$ cat src/rtl/issue_m.sv
// Issue stage between the FUST and the matrix unit: holds one op until its
// producer tags have written back and any branch it depends on has resolved.
module issue_m #(
   parameter int unsigned REGW = 4,
   parameter int unsigned TAGW = 2,
   parameter int unsigned CNTW = 8
) (
   input  logic            CLK,
   input  logic            RST,
   input  logic            fust_valid,
   input  logic [REGW-1:0] fust_rd,
   input  logic [REGW-1:0] fust_rs1,
   input  logic [REGW-1:0] fust_rs2,
   input  logic [TAGW-1:0] t1,
   input  logic [TAGW-1:0] t2,
   input  logic            fust_spec,
   input  logic            wb_valid,
   input  logic [TAGW-1:0] wb_tag,
   input  logic            flush,
   input  logic            resolved,
   input  logic            mu_ready,
   input  logic            mu_done,
   output logic            busy,
   output logic            issue_valid,
   output logic [REGW-1:0] issue_rd,
   output logic [REGW-1:0] issue_rs1,
   output logic [REGW-1:0] issue_rs2,
   output logic [CNTW-1:0] stall_cnt
);

   typedef enum logic [1:0] {IDLE, WAIT, EXEC} state_t;

   state_t          state_q, state_n;
   logic [REGW-1:0] rd_q, rs1_q, rs2_q, rd_n, rs1_n, rs2_n;
   logic [TAGW-1:0] tag1_q, tag2_q, tag1_n, tag2_n;
   logic            pend1_q, pend2_q, spec_q, pend1_n, pend2_n, spec_n;
   logic [CNTW-1:0] cnt_q, cnt_n;

   always_ff @(posedge CLK or posedge RST) begin
      if (RST) begin
         state_q <= IDLE;
         rd_q    <= '0;
         rs1_q   <= '0;
         rs2_q   <= '0;
         tag1_q  <= '0;
         tag2_q  <= '0;
         pend1_q <= 1'b0;
         pend2_q <= 1'b0;
         spec_q  <= 1'b0;
         cnt_q   <= '0;
      end else begin
         state_q <= state_n;
         rd_q    <= rd_n;
         rs1_q   <= rs1_n;
         rs2_q   <= rs2_n;
         tag1_q  <= tag1_n;
         tag2_q  <= tag2_n;
         pend1_q <= pend1_n;
         pend2_q <= pend2_n;
         spec_q  <= spec_n;
         cnt_q   <= cnt_n;
      end
   end

   always_comb begin
      state_n     = state_q;
      rd_n        = rd_q;
      rs1_n       = rs1_q;
      rs2_n       = rs2_q;
      tag1_n      = tag1_q;
      tag2_n      = tag2_q;
      pend1_n     = pend1_q;
      pend2_n     = pend2_q;
      spec_n      = spec_q;
      cnt_n       = cnt_q;
      issue_valid = 1'b0;
      issue_rd    = '0;
      issue_rs1   = '0;
      issue_rs2   = '0;
      busy        = (state_q != IDLE);
      stall_cnt   = cnt_q;

      case (state_q)
         IDLE: begin
            if (fust_valid) begin
               rd_n    = fust_rd;
               rs1_n   = fust_rs1;
               rs2_n   = fust_rs2;
               tag1_n  = t1;
               tag2_n  = t2;
               // A producer writing back in the capture cycle is already done.
               pend1_n = (t1 != '0) && !(wb_valid && (wb_tag == t1));
               pend2_n = (t2 != '0) && !(wb_valid && (wb_tag == t2));
               spec_n  = fust_spec;
               cnt_n   = '0;
               state_n = WAIT;
            end
         end
         WAIT: begin
            if (flush && spec_q) begin
               state_n = IDLE;
               pend1_n = 1'b0;
               pend2_n = 1'b0;
               spec_n  = 1'b0;
               cnt_n   = '0;
            end else if (!pend1_q && !pend2_q && !spec_q && mu_ready && !flush) begin
               issue_valid = 1'b1;
               issue_rd    = rd_q;
               issue_rs1   = rs1_q;
               issue_rs2   = rs2_q;
               state_n     = EXEC;
            end else begin
               // Clears land in the registers, so they enable issue only next cycle.
               if (wb_valid && (wb_tag == tag1_q)) pend1_n = 1'b0;
               if (wb_valid && (wb_tag == tag2_q)) pend2_n = 1'b0;
               if (resolved) spec_n = 1'b0;
               if (cnt_q != '1) cnt_n = cnt_q + CNTW'(1);
            end
         end
         EXEC: begin
            if (mu_done) begin
               state_n = IDLE;
               cnt_n   = '0;
            end
         end
         default: state_n = IDLE;
      endcase
   end

endmodule

$ cat config.mk
export PLATFORM = sky130hd
export DESIGN_NAME = issue_m
export DESIGN_NICKNAME = d
export VERILOG_FILES = /design/src/rtl/issue_m.sv
export SDC_FILE = /design/constraint.sdc
export NUM_CORES = 1
export LEC_CHECK = 0
export ABC_AREA = 1
export BUFFER_PORTS_ARGS = -buffer_cell sky130_fd_sc_hd__buf_2
export CAP_MARGIN = 15
export CORE_MARGIN = 2
export CORE_UTILIZATION = 55
export CTS_BUF_LIST = sky130_fd_sc_hd__clkbuf_4
export CTS_CLUSTER_DIAMETER = 30
export DETAILED_ROUTE_END_ITERATION = 8
export GPL_ROUTABILITY_DRIVEN = 0
export PLACE_DENSITY = 0.84
export RECOVER_POWER = 50
export SYNTH_ARGS = -nofsm -noshare
export SYNTH_HDL_FRONTEND = slang
export SYNTH_SLANG_ARGS = --single-unit
$ cat constraint.sdc
create_clock -name CLK -period 3 [get_ports CLK]
set_input_delay 0.6 -clock CLK [delete_from_list [all_inputs] [get_ports CLK]]
set_output_delay 0.6 -clock CLK [all_outputs]
set_load 0.01 [all_outputs]
### Word level (Yosys, flattened, before mapping)

Index checks and enable logic that the tools add are counted.

| word-level totals | value |
|---|---|
| flip-flop bits (word level) | 29 |
| logic and storage cells | 93 |

| cells by class | value |
|---|---|
| add/subtract/negate cells | 1 |
| equal/unequal tests | 15 |
| mux-type cells | 38 |
| reductions and logical operators | 29 |

Operators with widths:

| kind | number |
|---|---|
| two-way mux 8 bit | 5 |
| two-way mux 4 bit | 9 |
| case mux 8 bit (3 select lines) | 1 |
| inequality test 3 bit, second input constant | 6 |
| two-way mux 1 bit | 15 |
| AND reduction 4 bit | 3 |
| logical AND 1 bit | 11 |
| adder 8 x 1 -> 8 bit, second input constant | 1 |
| equality test 2 bit | 4 |
| two-way mux 2 bit | 4 |
| inequality test 8 bit, second input constant | 1 |
| nonzero test 2 bit | 4 |
| logical NOT 1 bit | 6 |
| case mux 1 bit (2 select lines) | 3 |
| case mux 2 bit (3 select lines) | 1 |
| AND reduction 5 bit | 1 |
| inequality test 2 bit, second input constant | 2 |
| AND reduction 3 bit | 1 |
| nonzero test 3 bit | 1 |
| equality test 2 x 1 -> 1 bit, second input constant | 1 |
| equality test 2 bit, second input constant | 1 |
| logical NOT 2 bit | 1 |
| AND reduction 2 bit | 1 |

### Depth between registers and ports, before layout

Gate-level depths: netlist of run 1.

| depth | value |
|---|---|
| word-level depth | 8 |
| depth in mapped cells | 9 |
| depth with buffers taken out | 9 |

### Worst setup path after synthesis of run 1

No wires, ideal clock.

| path | value |
|---|---|
| path kind | input-to-output |
| start point | input flush |
| end point | output issue_rd[0] |
| arrival | 1.173 ns |
| data required time | 2.400 ns |
| setup slack | 1.227 ns |
| stages on the path | 4 |
| path buffers | 1 |
| cells stage by stage | nor2_2 -> nand4_4 -> buf_6 -> nor2_2 |

| between the ends | value |
|---|---|
| word-level cells in the longest chain between the ends | 5 |
| elaborated cells on any way between the ends | 6 |
| classes of those cells | mux: 3; reduce/logical: 3 |

RTL lines:

| what | line | text |
|---|---|---|
| from (decl) | 19 | `input logic flush,` |
| logical NOT 1 bit | 106 | `end else if (!pend1_q && !pend2_q && !spec_q && mu_ready && !flush) begin` |
| logical AND 1 bit | 106 |  |
| two-way mux 4 bit | 106 |  |
| two-way mux 4 bit (*) | 100 | `if (flush && spec_q) begin` |
| two-way mux 4 bit (*) | 83 | `case (state_q)` |
| to (decl) | 25 | `output logic [REGW-1:0] issue_rd,` |

Mark *: on every way between the ends. The rest lies on a longest branch, timed or not.

### Worst setup path in the final report of run 1

| path | value |
|---|---|
| start point | register state_q[1] |
| end point | output issue_rd[2] |

| between the ends | value |
|---|---|
| word-level cells in the longest chain between the ends | 2 |

RTL lines:

| what | line | text |
|---|---|---|
| from (decl) | 33 | `state_t state_q, state_n;` |
| from (signal assigned) | 52 | `state_q <= state_n;` |
| equality test 2 x 1 -> 1 bit | 83 |  |
| two-way mux 4 bit | 83 |  |

No other way between the ends.

==> summary.md, run 1 <==
| Metric | Value |
|---|---|
| Outcome | finished, violations left |
| Violated checks | max-capacitance violations, max-slew violations |
| Critical Path End Type | output port |
| Startpoint type of the worst setup path | register |
| Nets | between 300 and 400 |
| Gr busiest metal | met2 |
| Met2 Resource Use GR | 40.1% |
| Net Count, Synth | about 260 |
| Die footprint | 3630 um^2 |
| Buffers inserted during post-CTS setup optimization | 0 |
| Area of the placeable core | 3030 um^2 |
| Worst reg2reg path startpoint | state_q[0] |
| Part of the power in combinational logic | 41.1% |
| 1st-pass router iterations | 4 |
| Buffer and inverter count on the worst path | 3 |
| Crit path max fanout | 14 |
| Fraction of the core area covered by cells at the end of the flow | 68.2% |
| Power density normalized to cell area | 768 nW/um^2 |
| Met1 GRT Util | 27.5% |
| Critical path launch point | state_q[1] |
| Worst clock skew | 0.00734 ns |
| Most used cells in the layout excluding fill and tap cells | 85 x nand2_1, 48 x buf_2, 30 x inv_1 |
| Net switching component of the power | 0.667 mW |
| Global-route wire length before repair | a little over 6 mm |
| CTS root buffer | clkbuf_4 |
| Clock latency on the worst-skew pair | ~0.33 ns |
| Max-slew violation count | 30 |
| Ordered list of cells on the worst path | inv_2 > nand2_4 > clkinv_4 > nand4_4 > nor2_2 > buf_2 |
| Number of standard cells after synthesis | between 200 and 250 |
| Critical Path RT | 2.40 ns |
| Site Rows | 20 |
| Vias after detailed routing | 1618 |
| Critical-path cell with the highest stage delay | dfrtp_1 |
| Post-synthesis instance area | 1740 um^2 |
| Worst IR drop on VDD | roughly 0.4 mV |
| Global router's overall resource usage | 23.0% |
| Area growth, synth to finish | 18.6% |
| CTS Buf Count | 5 |
| Number of I/O pins | 49 |
| Resized Gates After CTS | 0 |
| GRT Residual Overflow | 0 |
| Final ANT Viol Nets | 0 |
| Mean post-synth cell area | ~7.4 um^2 |
| Achievable Freq | 452 MHz |
| Max capacitance violation total | 1 |
| Die Ht | between 60 and 70 um |
| Deepest clock path buffer count | 2 |
| Fill count | around 270 |
| Internal power | 0.920 mW |
| Width of the die | ~60 um |
| Number of I/O port buffers | 48 |
| Number of synthesis warnings | 0 |
| Clock period minus worst slack | roughly 2.2 ns |
| Worst Path Arrival | 1.61 ns |
| Number of storage elements in the synthesis netlist | 29 |
| Final non-filler cell area | 2070 um^2 |
| Clock network fraction of design power | approximately a fifth |
| Final period utilization | 73.7% |
| ANT cells | 0 |
| Class of the most critical hold timing path | in2reg |
| DRC Markers | 0 |
| H-tree depth reported by CTS | 2 |
| Pin count of the biggest net entering global routing | 30 |
| Met3 Use GR | 5.84% |
| Avg Vias per Cell | slightly below 5 |
| DRC violation total after the first TritonRoute iteration | 71 |
| Proportion of synthesized chip area in sequential cells | between 40% and 50% |
| Critical path class | reg2out |
| Final count of negative-setup-slack endpoints | 0 |
| Sequential cell fraction of total power | 39.0% |
| Number of distinct library cell variants in the gate-level netlist after synthesis | 24 |
| Tightest slew margin relative to the limit | -0.897% |
| Number of antenna violations at the first check in global routing | 0 |
| Longest individual stage delay on the worst path | 0.41 ns |
| Worst Min Path Start | mu_done |
| Number of global-route vias before repair | between 1000 and 1500 |
| Cell type group with the largest total delay on the critical path | simple AND/OR/NAND/NOR gates |
| Ratio of cells with drive above 1 in the final layout | 29.1% |
| Cell type with the largest total area after synthesis | dfrtp_1 |
| Multi-input combinational cell area | 828 um^2 |
| Routed WL | about 3.6 mm |
| Actual transition at the worst max-transition pin | 1.51 ns |
| Mean routed wirelength per cell | 10.9 um |
| Register area | 726 um^2 |
| Starting Density | 57.5% |
| Most common cell after layout, fill and taps aside | nand2_1 |
| Placed standard-cell area | between 2000 and 2500 um^2 |
| Final Hold Violating Endpoints | 0 |
| TritonCTS clock tree | yes |
| Leakage power | 1.13 nW |
| Dominant cells by area after synthesis | dfrtp_1 42%, nand2_1 18%, inv_1 6.5%, nor2_2 5.4%, o21ai_1 4.0% |
| Clock-pin slew on the worst setup and hold paths | ~0.10 ns |
| Clk sink count | 29 |
| Post-detailed-placement half-perimeter wirelength | 2.77 mm |
| Setup Total Neg Slack | 0 ns |
| Fraction of power spent switching nets | 42.0% |
| Fraction of post-synthesis cell area in the top cell type by area | 41.7% |
| # hold bufs at CTS | 0 |
| Setup repair after global routing missed its margin | false |
## path summary, 6_finish.rpt
| path | endpoint | slack [ns] | cells after the start |
|---|---|---|---|
| min in group asynchronous | stall_cnt[5] | 0.77 | 3 |
| min reg2reg | tag1_q[1] | 0.52 | 2 |
| max | issue_rd[2] | 0.79 | 6 |
| max in group asynchronous | rs1_q[2] | 1.35 | 3 |
| max reg2reg | rs2_q[3] | 1.03 | 4 |
| min | state_q[1] | 0.45 | 2 |
## layer usage
layer | wire length [um] | vias up
met4 | 63 | 0
met5 | 0 | -
met1 | 1530 | 746
met2 | 1930 | 34
li1 | - | 831
met3 | 110 | 7
## area by class of cell
class	count	share of cell area [%]
multi-input cells	169	40.1
flip-flops and latches	29	35.1
repair buffers	49	11.8
inverters	34	6.48
well taps	44	2.67
clock inverters	3	2.00
clock buffers	5	1.82
## logic make-up (layout without fill, tap and decap cells)
logic type	count (synthesis)	in the layout	share of synthesized area [%]
DFF	29	29	41.7
buffers and inverters	37	91	9.27
AOI/OAI and AO/OA	24	24	7.04
xor gates and xnor gates	2	2	1.01
adders and majority gates	1	1	0.718
and+or+nand+nor	142	142	40.3
## power groups by stage
stage,combinational [mW],clock [mW],sequential (mW)
6_report,0.652,0.317,0.618
5_1_grt,0.750,0.345,0.631
4_1_cts,0.698,0.321,0.619
3_5_place_dp,0.692,0,0.626
3_3_place_gp,0.671,0,0.620
2_1_floorplan,0.542,0,0.616
## sequential cells by signal, indices dropped and copies added (netlist names), 2 cells and up
name,count
tag1_q,2
state_q,2
rd_q,4
stall_cnt,8
rs1_q,4
rs2_q,4
tag2_q,2
## cell usage after synthesis, drive strengths merged
master	instances
nand2	91
inv	33
nor2	33
dfrtp	29
o21ai	23
nand3	10
nand4	7
buf	3
xor2	2
clkinv	1
ha	1
nor4	1
o31ai	1
## stage by stage
step	power, mW	setup slack (ns)	hold WS (ns)	instances
6_report	1.59	0.789	0.450	333
5_1_grt	1.73	0.654	0.418	333
4_1_cts	1.64	0.729	0.324	333
3_5_place_dp	1.32	0.893	0.495	325
3_3_place_gp	1.29	0.942	0.494	325
2_1_floorplan	1.16	1.23	0.471	235
Power figures use the tool's default switching activity.
==> run 2: changes to the inputs <==
- CORE_UTILIZATION: 55 -> 49
- PLACE_DENSITY: 0.84 -> 0.79
- clock period: 3 -> 1.83 ns (I/O delays scaled with it)
==> run 2 against run 1 <==
  * The flow finishes with violations (max-capacitance violations, max-slew violations, negative setup slack)
  * Sequential share of layout area is 3.9 points lower
  * Core utilization is 0.82 points higher
  * Critical path depth is 1 higher
  * Global-route usage is 2.5 points lower
  * Final area is 12% higher
  * Die area is 11% higher
  * Power is 82% higher
  * Clock power is 69% higher
  * Worst setup slack worse by 0.82 ns
  * Clock skew hardly changed
==> summary.md, run 2 (synthesis results as in run 1) <==
| Metric | Value |
|---|---|
| Outcome | finished, violations left (unchanged) |
| Violated checks | max-capacitance violations, max-slew violations, negative setup slack (was max-capacitance violations, max-slew violations) |
| Area of the placeable core | 3360 um^2 (was 3030 um^2) |
| Routed WL | 3.92 mm (was 3.63 mm) |
| Pin count of the biggest net entering global routing | 30 (unchanged) |
| Startpoint type of the worst setup path | register (unchanged) |
| Worst-case setup slack after placement | 0.171 ns (was 0.893 ns) |
| Overall power consumption | 2.89 mW (was 1.59 mW) |
| Clk sink count | 29 (unchanged) |
| Crit path max fanout | 7 (was 14) |
| Mean routed wirelength per cell | 11.4 um (was 10.9 um) |
| Global router's overall resource usage | 20.5% (was 23.0%) |
| Class of the most critical hold timing path | in2reg (unchanged) |
| # hold bufs at CTS | 0 (unchanged) |
| Worst Path Arrival | 1.49 ns (was 1.61 ns) |
| H-tree depth reported by CTS | 2 (unchanged) |
| Worst hold margin | 0.225 ns (was 0.450 ns) |
| Cell type group with the largest total delay on the critical path | buffers and inverters (was simple AND/OR/NAND/NOR gates) |
| Achievable Freq | ~540 MHz |
| Longest individual stage delay on the worst path | 0.40 ns (was 0.41 ns) |
| R2R depth | 9 (was 4) |
| Tightest slew margin relative to the limit | -3.52% (was -0.897%) |
| Deepest clock path buffer count | 2 (unchanged) |
| Width of the die | 63.6 um (was 60.3 um) |
| Min-Delay Path Depth | 2 (unchanged) |
| Avg Vias per Cell | 4.88 (was 4.86) |
| Buffer and inverter count on the worst path | 4 (was 3) |
| Fill count | 291 (was 269) |
| Critical path class | reg2out (unchanged) |
| Actual transition at the worst max-transition pin | 1.55 ns (was 1.51 ns) |
| Critical Path RT | 1.46 ns (was 2.40 ns) |
| GRT Residual Overflow | 0 (unchanged) |
| TritonCTS clock tree | yes (unchanged) |
| Slack of the worst reg-to-reg path | 0.08 ns (was 1.03 ns) |
| Clock-pin slew on the worst setup and hold paths | 0.09 ns (was 0.10 ns) |
| Critical Path End Type | output port (unchanged) |
| Number of I/O pins | 49 (unchanged) |
| Max capacitance violation total | 1 (unchanged) |
| Die footprint | 4050 um^2 (was 3630 um^2) |
| Worst IR drop on VDD | 0.734 mV (was 0.409 mV) |
| Global-route wire length before repair | 6.39 mm (was 6.15 mm) |
| Ordered list of cells on the worst path | inv_2 > nand2_8 > inv_8 > nand4_4 > clkbuf_16 > nor2_2 > buf_2 (was inv_2 > nand2_4 > clkinv_4 > nand4_4 > nor2_2 > buf_2) |
| DRC violation total after the first TritonRoute iteration | 66 (was 71) |
| Die Ht | 63.6 um (was 60.3 um) |
| Starting Density | 51.8% (was 57.5%) |
| Final count of negative-setup-slack endpoints | 11 (was 0) |
| Placed standard-cell area | 2020 um^2 (about the same) |
| Number of global-route vias before repair | 1512 (was 1484) |
| Most common cell after layout, fill and taps aside | nand2_1 (unchanged) |
| Final ANT Viol Nets | 0 (unchanged) |
| Power density normalized to cell area | 1250 nW/um^2 (was 768 nW/um^2) |
| ANT cells | 0 (unchanged) |
| Final non-filler cell area | 2320 um^2 (was 2070 um^2) |
| Worst clock skew | 0.00689 ns (was 0.00734 ns) |
| Setup repair after global routing missed its margin | true (was false) |
| Fraction of the core area covered by cells at the end of the flow | 69.0% (was 68.2%) |
| Clock latency on the worst-skew pair | 0.35 ns (was 0.33 ns) |
| Site Rows | 21 (was 20) |
| Leakage power | 1.21 nW (was 1.13 nW) |
| Number of antenna violations at the first check in global routing | 0 (unchanged) |
| Endpoint, Worst Hold | state_q[1] (unchanged) |
| Final Hold Violating Endpoints | 0 (unchanged) |
| Ratio of cells with drive above 1 in the final layout | 32.7% (was 29.1%) |
| CTS Buf Count | 5 (unchanged) |
| CTS root buffer | clkbuf_4 (unchanged) |
| Final period utilization | 102% |
| Post-detailed-placement half-perimeter wirelength | 2.73 mm (was 2.77 mm) |
| Worst Slack Setup Final | -0.0288 ns (was 0.789 ns) |
| Max-slew violation count | 30 (unchanged) |
| Vias after detailed routing | 1675 (was 1618) |
| Number of I/O port buffers | 48 (unchanged) |
| Clock period minus worst slack | 1.86 ns |
| Critical-path cell with the highest stage delay | dfrtp_1 (unchanged) |
| DRC Markers | 0 (unchanged) |
| Largest register FFs | 8 (unchanged) |
| Worst reg2reg path startpoint | state_q[1] (was state_q[0]) |
| Worst Min Path Start | mu_done (unchanged) |
| Endpoint of the worst register-to-register path | stall_cnt[2] (was rs2_q[3]) |
| Most used cells in the layout excluding fill and tap cells | 84 x nand2_1, 37 x buf_2, 30 x inv_1 (was 85 x nand2_1, 48 x buf_2, 30 x inv_1) |
| Nets | 324 (was 316) |
| Area growth, synth to finish | 33.3% (was 18.6%) |
| 1st-pass router iterations | 4 (unchanged) |
==> run 2: cell types whose count changed in the layout (fill, tap and decap cells not counted), moves of 3 or more <==
cell,change
buf_6,+11
buf_4,+6
nor2_4,+13
nor2_2,-9
buf_2,-11
nor2_1,-4
o21ai_1,+3
o21ai_0,-3
==> run 2: power breakdown <==
part	internal (mW)	switching [mW]	leakage (nW)
clock	0.299	0.238	0.0433
combinational	0.491	0.838	0.799
sequential	0.877	0.152	0.371
==> run 2: layout make-up <==
type / instances / area [um^2] / share of cell area (%)
multi-input cells: 169 / 920 / 39.6
flip-flops and latches: 29 / 726 / 31.2
repair buffers: 57 / 403 / 17.3
inverters: 34 / 138 / 5.93
well taps: 46 / 57.6 / 2.48
clock buffers: 6 / 45.0 / 1.94
clock inverters: 2 / 33.8 / 1.45
==> run 2: metal layers <==
layer	vias up	part of all wire, %	GRT usage, %
met5	-	0	0
met2	37	51	36.4
met1	770	42	22.9
met4	0	3.1	9.78
li1	855	-	-
met3	13	3.6	5.00
==> run 2: repair_timing <==
action | in CTS | in global routing
pin swaps | 0 | 1
resized for setup | 3 | 26
cloned | 0 | 1
setup buffers | 5 | 2
endpoints found under the setup margin | 12 | 12
hold endpoints to repair | 0 | 0
==> run 2: how the worst max path moves through the flow <==
stage                from            to  slack [ns]  cells past startpoint
2_1_floorplan  state_q[1]   issue_rd[0]        0.41                      6
3_3_place_gp        flush   issue_rd[0]        0.22                      5
3_5_place_dp   state_q[1]  issue_rs1[3]        0.17                      6
4_1_cts            spec_q  issue_rs1[3]     0.00002                      5
5_1_grt        state_q[1]  issue_rs1[0]       -0.09                      7
6_report       state_q[1]   issue_rd[1]       -0.03                      7
==> run 2: stage by stage <==
stage | std cells | setup TNS (ns)
finish | 343 | -0.141
floorplan | 235 | 0
detailed placement | 327 | 0
global placement | 327 | 0
global route | 343 | -1.16
CTS | 340 | 0
